File: config.mk
export PLATFORM = sky130hd
export DESIGN_NAME = counter_sequencer
export DESIGN_NICKNAME = d
export VERILOG_FILES = /design/src/rtl/counter_sequencer.sv
export SDC_FILE = /design/constraint.sdc
export NUM_CORES = 1
export LEC_CHECK = 0
export BUFFER_PORTS_ARGS = -buffer_cell sky130_fd_sc_hd__buf_2
export CAP_MARGIN = 0
export CORE_MARGIN = 4
export CORE_UTILIZATION = 54
export CTS_CLUSTER_DIAMETER = 150
export DETAILED_ROUTE_END_ITERATION = 6
export PLACE_DENSITY = 0.73
export SYNTH_ARGS = -nofsm -noshare
export SYNTH_HDL_FRONTEND = slang
export SYNTH_SLANG_ARGS = --single-unit
File: constraint.sdc
create_clock -name CLK50M -period 4.6 [get_ports CLK50M]
set_input_delay 0.23 -clock CLK50M [delete_from_list [all_inputs] [get_ports CLK50M]]
set_output_delay 0.23 -clock CLK50M [all_outputs]
set_load 0.05 [all_outputs]
File: src/rtl/counter_sequencer.sv
// rtl/counter_sequencer.sv - run/pause/clear/load sequencer for a 74163-style 4-bit counter
module counter_sequencer #(
    parameter int DIV = 25_000_000
) (
    input  logic       CLK50M,
    input  logic       RSTb,
    input  logic       RUN_BTN,
    input  logic       CLR_BTN,
    input  logic       LD_BTN,
    input  logic       ONESHOT,
    input  logic       RCO,
    output logic       ENP,
    output logic       ENT,
    output logic       LDb,
    output logic       CLRb,
    output logic       TICK,
    output logic       isHalf,
    output logic [1:0] STATE,
    output logic       DONE
);
    localparam int            PW   = (DIV > 1) ? $clog2(DIV) : 1;
    localparam logic [PW-1:0] TC   = PW'(DIV - 1);
    localparam logic [PW-1:0] HALF = PW'(DIV / 2);

    typedef enum logic [1:0] {
        S_IDLE  = 2'b00,
        S_RUN   = 2'b01,
        S_PAUSE = 2'b10,
        S_DONE  = 2'b11
    } state_t;

    logic [2:0]    sync1_q, sync2_q, prev_q, ev_q;
    logic [1:0]    fill_q;
    logic          armed;
    logic          run_ev, clr_ev, ld_ev, terminal;
    state_t        state_q, state_d;
    logic [PW-1:0] presc_q, presc_d;
    logic          enp_q, enp_d, ent_q, ent_d, ldb_q, ldb_d, clrb_q, clrb_d;
    logic          tick_q, tick_d, half_q, half_d, done_q, done_d;

    assign armed                   = (fill_q == 2'd3);
    assign {ld_ev, clr_ev, run_ev} = ev_q;
    assign terminal                = (state_q == S_RUN) && (presc_q == TC);

    // Edges only count once prev_q holds a genuine post-reset sample, so a
    // button held through reset release never fires.
    always_ff @(posedge CLK50M or negedge RSTb) begin
        if (!RSTb) begin
            sync1_q <= 3'b000;
            sync2_q <= 3'b000;
            prev_q  <= 3'b000;
            ev_q    <= 3'b000;
            fill_q  <= 2'd0;
        end else begin
            sync1_q <= {LD_BTN, CLR_BTN, RUN_BTN};
            sync2_q <= sync1_q;
            prev_q  <= sync2_q;
            ev_q    <= armed ? (sync2_q & ~prev_q) : 3'b000;
            if (!armed) begin
                fill_q <= fill_q + 2'd1;
            end
        end
    end

    always_comb begin
        state_d = state_q;
        if (clr_ev) begin
            state_d = S_IDLE;
        end else begin
            case (state_q)
                S_IDLE, S_PAUSE: if (!ld_ev && run_ev) state_d = S_RUN;
                S_RUN: begin
                    if (ONESHOT && RCO) begin
                        state_d = S_DONE;
                    end else if (!ld_ev && run_ev) begin
                        state_d = S_PAUSE;
                    end
                end
                S_DONE:  if (ld_ev) state_d = S_IDLE;
                default: state_d = S_IDLE;
            endcase
        end
    end

    // The prescaler advances on every RUN cycle, including the one that
    // pauses, so resume picks up one count past the pause point.
    always_comb begin
        presc_d = presc_q;
        if (clr_ev || state_d == S_IDLE || state_d == S_DONE) begin
            presc_d = '0;
        end else if (state_q == S_RUN) begin
            presc_d = terminal ? '0 : presc_q + PW'(1);
        end
        enp_d  = terminal && (state_d == S_RUN);
        tick_d = terminal && !clr_ev;
        ldb_d  = !(ld_ev && !clr_ev && (state_q != S_RUN));
        clrb_d = !clr_ev;
        ent_d  = (state_d == S_RUN) || (state_d == S_PAUSE);
        half_d = ent_d && (presc_d >= HALF);
        done_d = (state_d == S_DONE);
    end

    always_ff @(posedge CLK50M or negedge RSTb) begin
        if (!RSTb) begin
            state_q <= S_IDLE;
            presc_q <= '0;
            enp_q   <= 1'b0;
            ent_q   <= 1'b0;
            ldb_q   <= 1'b1;
            clrb_q  <= 1'b1;
            tick_q  <= 1'b0;
            half_q  <= 1'b0;
            done_q  <= 1'b0;
        end else begin
            state_q <= state_d;
            presc_q <= presc_d;
            enp_q   <= enp_d;
            ent_q   <= ent_d;
            ldb_q   <= ldb_d;
            clrb_q  <= clrb_d;
            tick_q  <= tick_d;
            half_q  <= half_d;
            done_q  <= done_d;
        end
    end

    assign ENP    = enp_q;
    assign ENT    = ent_q;
    assign LDb    = ldb_q;
    assign CLRb   = clrb_q;
    assign TICK   = tick_q;
    assign isHalf = half_q;
    assign STATE  = state_q;
    assign DONE   = done_q;
endmodule

==> flow_metrics.env, run 1 <==
export IMPL_status="complete, no violations"
export IMPL_cp_slowest_cell="dfrtp_1"
export IMPL_yosys_area_share_simple_pct=26.9
export IMPL_post_route_period_util_pct=65.3
export IMPL_tritoncts="yes"
export IMPL_ys_types=47
export IMPL_skew_ps=7.59
export IMPL_crit_arrival_ps=3230
export IMPL_synthMuxAreaShare_pct=0.874
export IMPL_grt_usage_pct=19.6
export IMPL_yosysSeqAreaShare_pct=49.5
export IMPL_drive_gt1_share_pct=13.3
export IMPL_synthAdderAreaFrac_pct=2.57
export IMPL_critPathBufInv=3
export IMPL_die_area_mm2=0.00564
export IMPL_routabilityCongestion=0.925
export IMPL_setup_violations=0
export IMPL_firstDrtPassIters=4
export IMPL_numCtsBuffers=5
export IMPL_hold_buffers=0
export IMPL_synth_fp_nets=255
export IMPL_core_mm2=0.00435
export IMPL_clkTransAtPathRegs_ps=90
export IMPL_peakVddDrop_mv=0.301
export IMPL_cts_root_buf="clkbuf_8"
export IMPL_die_w_um=75.1
export IMPL_cts_sinks=48
export IMPL_drc=0
export IMPL_power_uw=849
export IMPL_synth_xor_area_share_pct=6.48
export IMPL_yosysWarnings=0
export IMPL_rsz0062_at_grt="false"
export IMPL_crit_chain="nand2b_1, o41ai_1, inv_1, ha_1, nor3_1, o31ai_2, buf_4, a21o_1, inv_1, a21oi_1, o22ai_1"
export IMPL_area_growth_pct=8.69
export IMPL_crit_path_start_kind="flop"
export IMPL_dp_final_hpwl_um=3480
export IMPL_initialDrtViolationCount=215
export IMPL_yosys_top_cells_area="dfrtp_1, nor2_1, xnor2_1"
export IMPL_grt_max_degree=49
export IMPL_synth_area_mm2=0.00243
export IMPL_grt_pass1_wl_um=8390
export IMPL_synth_top_family_by_area="simple AND/OR/NAND/NOR gates"
export IMPL_dieHeight_um=75.1
export IMPL_ys_flop_type="dfrtp_1"
export IMPL_hold_violations=0
export IMPL_wl_per_cell_um=15.9
export IMPL_holdWs_ps=28.9
export IMPL_diodes=0
export IMPL_post_route_min_period_ps=3000
export IMPL_postCtsSetupRepairBufs=0
export IMPL_clock_path_buffers=2
export IMPL_p_leak_uw=0.00110
export IMPL_path_delay_family="compound AO/OA/AOI/OAI gates"
export IMPL_critPathMaxStageDelay_ps=500
export IMPL_vias=1847
export IMPL_grt_pass1_vias=1757
export IMPL_tightest_slew_ps=1020
export IMPL_final_nets=267
export IMPL_fmax_ghz=0.333
export IMPL_routed_via_density=6.00
export IMPL_postSynthAreaPerCell_um2=10.0
export IMPL_antenna_found_initial=0
export IMPL_tns_ps=0
export IMPL_ys_top_cells_by_count="dfrtp_1, nor2_1, nand2_1"
export IMPL_synth_largest_area_cell="dfrtp_1"
export IMPL_cpMostUsedCell="inv_1"
export IMPL_worst_ep_required_time_ps=4830
export IMPL_synthCells=243
export IMPL_end_kind="flop"
export IMPL_synth_seq_cells=48
export IMPL_synth_edff_count=0
export IMPL_cts_resized=0
export IMPL_start_util_pct=55.9
export IMPL_crit_fanout=13
export IMPL_criticalPathCategory="reg2reg"
export IMPL_wl_um=4890
export IMPL_power_density_mw_per_mm2=321
export IMPL_drv_slew=0
export IMPL_preCtsSetupSlack_ps=1690
export IMPL_yosysTopAreaCellShare_pct=47.3
export IMPL_final_antenna_net_count=0
export IMPL_synth_compound_area_share_pct=9.72
export IMPL_rows=24
export IMPL_hold_path_class="in2reg"
export IMPL_maxCapViolCount=0
export IMPL_num_fill_cells=350
export IMPL_clk_latency_ps=300
export IMPL_htree_levels=2
export IMPL_yosysMostFrequentCell="dfrtp_1"
export IMPL_io_pins=16
export IMPL_max_slew_margin_pct=32.2
export IMPL_synth_async_sr_flop_share_pct=100
export IMPL_grt_overflow_total=0
export IMPL_worst_slack_ps=1600
export IMPL_portBuffers=15
==> per-stage QoR <==
stage	instance area, um^2	instances	utilization (%)
detailed placement	2530	300	58.1
CTS	2640	308	60.7
finish	2640	308	60.7
floorplan	2430	243	-
global route	2640	308	60.7
global placement	2530	300	58.1
==> registers in the layout, indices dropped and copies added, names as in the netlist <==
register / cells
CLRb: 1
DONE: 1
ENP: 1
ENT: 1
LDb: 1
STATE: 2
TICK: 1
ev_q: 3
fill_q: 2
isHalf: 1
presc_q: 25
prev_q: 3
sync1_q: 3
sync2_q: 3
==> cells in the final DEF (no fill, tap or decap), types with 2 or more instances in the layout <==
cell,instances
and4_1,4
or4_4,2
o22ai_1,2
nand2_1,17
nor2_1,26
nand4_1,12
o21ai_0,4
and3b_1,4
or4_1,7
dfrtp_1,46
dfstp_2,2
a21oi_1,11
clkbuf_8,5
nor4_1,2
xnor2_1,11
ha_1,5
o31ai_1,5
inv_1,12
nor4b_1,2
buf_2,15
xor2_1,7
nand3_1,12
nor3_1,8
and2_1,3
or3_1,3
and3_1,3
a211oi_1,3
==> report_power, final <==
part           switching, uW  total, uW  internal [uW]
combinational           69.5       93.6           24.1
sequential              10.4        446            435
clock                    146        309            164
==> worst paths after layout <==
check,startpoint,end,slack [ps],cells after the start
worst max-delay path,STATE[0],isHalf,1600,11
worst min-delay path,LD_BTN,sync1_q[2],30,1
worst max register to register,STATE[0],isHalf,1600,11
worst min register to register,sync1_q[0],sync2_q[0],360,0
max in group asynchronous,RSTb,presc_q[20],3870,1
min in group asynchronous,RSTb,TICK,90,1
==> cell type report <==
| type | instances | area [um^2] | area share (%) |
|---|---|---|---|
| timing repair buffer | 16 | 82.6 | 3.12 |
| inverter | 12 | 45.0 | 1.70 |
| clock inverter | 3 | 46.3 | 1.75 |
| clock buffer | 5 | 68.8 | 2.60 |
| tap | 52 | 65.1 | 2.46 |
| multi-input combinational | 172 | 1130 | 42.8 |
| sequential | 48 | 1200 | 45.5 |
==> layer usage <==
metal	vias to the layer above	global-route usage, %	wire, um
li1	896	-	-
met1	882	29.7	2420
met2	63	27.4	2140
met3	6	4.81	272
met4	0	6.52	58
met5	-	0	0
==> logic make-up (layout without fill, tap and decap cells) <==
logic type	after synthesis	after routing
DFF	48	48
buffers and inverters	23	36
AOI/OAI and AO/OA	34	34
and+or+nand+nor	113	113
adders and majority gates	5	5
xor gates and xnor gates	18	18
muxes	2	2
No activity file was read; power rests on OpenSTA's default activity.
==> inputs of run 2 (changes only) <==
- clock period: 4.6 -> 3 ns (I/O delays scaled with it)
==> run 2 against run 1 <==
Net effect: via count rose by 0.65%; largest power group unchanged; worst setup slack got worse by 1200 ps; highest routed layer unchanged; routed wire length rose by 3.2%; largest cell class unchanged; critical endpoint unchanged; clock skew rose by 4.8 ps; critical path type unchanged.
==> flow_metrics.env, run 2 (synthesis results as in run 1) <==
export IMPL_grt_max_degree=49
export IMPL_layout_commonest_cell="dfrtp_1"
export IMPL_die_area_mm2=0.00564
export IMPL_r2r_start="STATE[0]"
export IMPL_grt_pass1_vias=1775
export IMPL_crit_chain="nand2b_1, a211oi_1, o41ai_2, ha_1, nor3_1, nand3_1, a2111oi_0, o22ai_1, o22ai_1"
export IMPL_end_kind="flop"
export IMPL_tritoncts="yes"
export IMPL_grt_pass1_wl_um=8820
export IMPL_worst_slack_ps=360
export IMPL_peakVddDrop_mv=0.266
export IMPL_die_w_um=75.1
export IMPL_stdcell_count=313
export IMPL_reg2reg_slack_ps=360
export IMPL_grt_overflow_total=0
export IMPL_vias=1859
export IMPL_drive_gt1_share_pct=14.2
export IMPL_hold_violations=0
export IMPL_wl_um=5050
export IMPL_criticalPathCategory="reg2reg"
export IMPL_maxCapViolCount=0
export IMPL_diodes=0
export IMPL_preCtsSetupSlack_ps=354
export IMPL_initialDrtViolationCount=124
export IMPL_rows=24
export IMPL_fmax_ghz=0.379
export IMPL_place_area_mm2=0.00254
export IMPL_dp_final_hpwl_um=3510
export IMPL_core_mm2=0.00435
export IMPL_skew_ps=12.4
export IMPL_hold_path_class="in2async"
export IMPL_p_leak_uw=0.00114
export IMPL_start_util_pct=55.9
export IMPL_cpMostUsedCell="o22ai_1"
export IMPL_dp_cells=302
export IMPL_dieHeight_um=75.1
export IMPL_tns_ps=0
export IMPL_postCtsSetupRepairBufs=0
export IMPL_post_route_period_util_pct=88.0
export IMPL_final_nets=272
export IMPL_drc=0
export IMPL_wl_per_cell_um=16.1
export IMPL_top_register="presc_q"
export IMPL_crit_arrival_ps=2860
export IMPL_final_cell_mix="dfrtp_1, nor2_1, nand2_1, buf_2"
export IMPL_cts_root_buf="clkbuf_8"
export IMPL_rsz0062_at_grt="false"
export IMPL_clk_latency_ps=310
export IMPL_worst_ep_required_time_ps=3220
export IMPL_routed_via_density=5.94
export IMPL_crit_path_start_kind="flop"
export IMPL_io_pins=16
export IMPL_holdWs_ps=15.5
export IMPL_portBuffers=15
export IMPL_firstDrtPassIters=4
export IMPL_numCtsBuffers=5
export IMPL_cp_slowest_cell="dfrtp_1"
export IMPL_routabilityCongestion=0.962
export IMPL_antenna_found_initial=0
export IMPL_cts_sinks=48
export IMPL_setup_violations=0
export IMPL_worstSetupStartpoint="STATE[0]"
export IMPL_crit_fanout=9
export IMPL_critPathMaxStageDelay_ps=530
export IMPL_status="complete, no violations"
export IMPL_clock_path_buffers=2
export IMPL_clkTransAtPathRegs_ps=100
export IMPL_reg2reg_depth=9
export IMPL_stdcell_area_mm2=0.00272
export IMPL_tightest_slew_ps=1030
export IMPL_area_growth_pct=11.8
export IMPL_drv_slew=0
export IMPL_power_density_mw_per_mm2=515
export IMPL_grt_usage_pct=20.7
export IMPL_post_route_min_period_ps=2640
export IMPL_htree_levels=2
export IMPL_timing_rr_end="isHalf"
export IMPL_final_antenna_net_count=0
export IMPL_max_slew_margin_pct=31.3
export IMPL_crit_end="isHalf"
export IMPL_largest_reg_flops=25
[run 2: cell types whose count changed in the layout (fill, tap and decap cells not counted), sizes merged]
cell / before / now
buf: 16 / 18
bufinv: 1 / 2
clkinvlp: 1 / 0
dlygate4sd3: 0 / 3
[run 2: repair_timing]
action / 4_1_cts / 5_1_grt
setup endpoints to repair: 0 / 1
resized for setup: 0 / 1
hold endpoints to repair: 3 / 0
hold buffers: 3 / 0
[run 2: stage by stage]
step / utilization [%] / total power [uW]
final: 62.4 / 1400
after global routing: 62.4 / 1460
after CTS: 62.3 / 1410
after detailed placement: 58.4 / 840
after global placement: 58.4 / 839
after floorplan: - / 793
[run 2: area by class of cell]
class | count | area, um^2
fillers | 368 | 1640
repair buffers | 21 | 128
flip-flops and latches | 48 | 1200
clock inverters | 3 | 68.8
multi-input cells | 172 | 1140
clock buffers | 5 | 68.8
well taps | 52 | 65.1
inverters | 12 | 45.0
[run 2: per-layer routing]
layer | wire (um) | vias up | part of all wire (%) | global-route usage, %
met3 | 152 | 6 | 3.0 | 4.01
met2 | 2370 | 33 | 47 | 31.4
li1 | - | 906 | - | -
met1 | 2470 | 914 | 49 | 30.1
met4 | 59 | 0 | 1.2 | 5.93
met5 | 0 | - | 0 | 0
[run 2: how the worst min path moves through the flow]
stage               slack (ps)          to    start  cells after the start
finish                      20         ENP     RSTb                      1
global route               110        TICK     RSTb                      1
CTS                         50         ENP     RSTb                      1
detailed placement         260  sync1_q[2]   LD_BTN                      1
global placement           260  sync1_q[1]  CLR_BTN                      1
floorplan                 -150        DONE     RSTb                      0
[run 2: power breakdown]
| group | switching (uW) | leakage (uW) | internal [uW] | total [uW] |
|---|---|---|---|---|
| clock network | 232 | 0.0000687 | 336 | 568 |
| registers | 17.4 | 0.000626 | 667 | 685 |
| logic | 107 | 0.000442 | 40.1 | 147 |
[run 2: worst max-delay path, delay by kind of cell (launching register included)]
family	cells	cell delay (ps)
adders and majority gates	1	230
and+or+nand+nor	3	620
AOI/OAI and AO/OA	5	1170
DFF	1	530
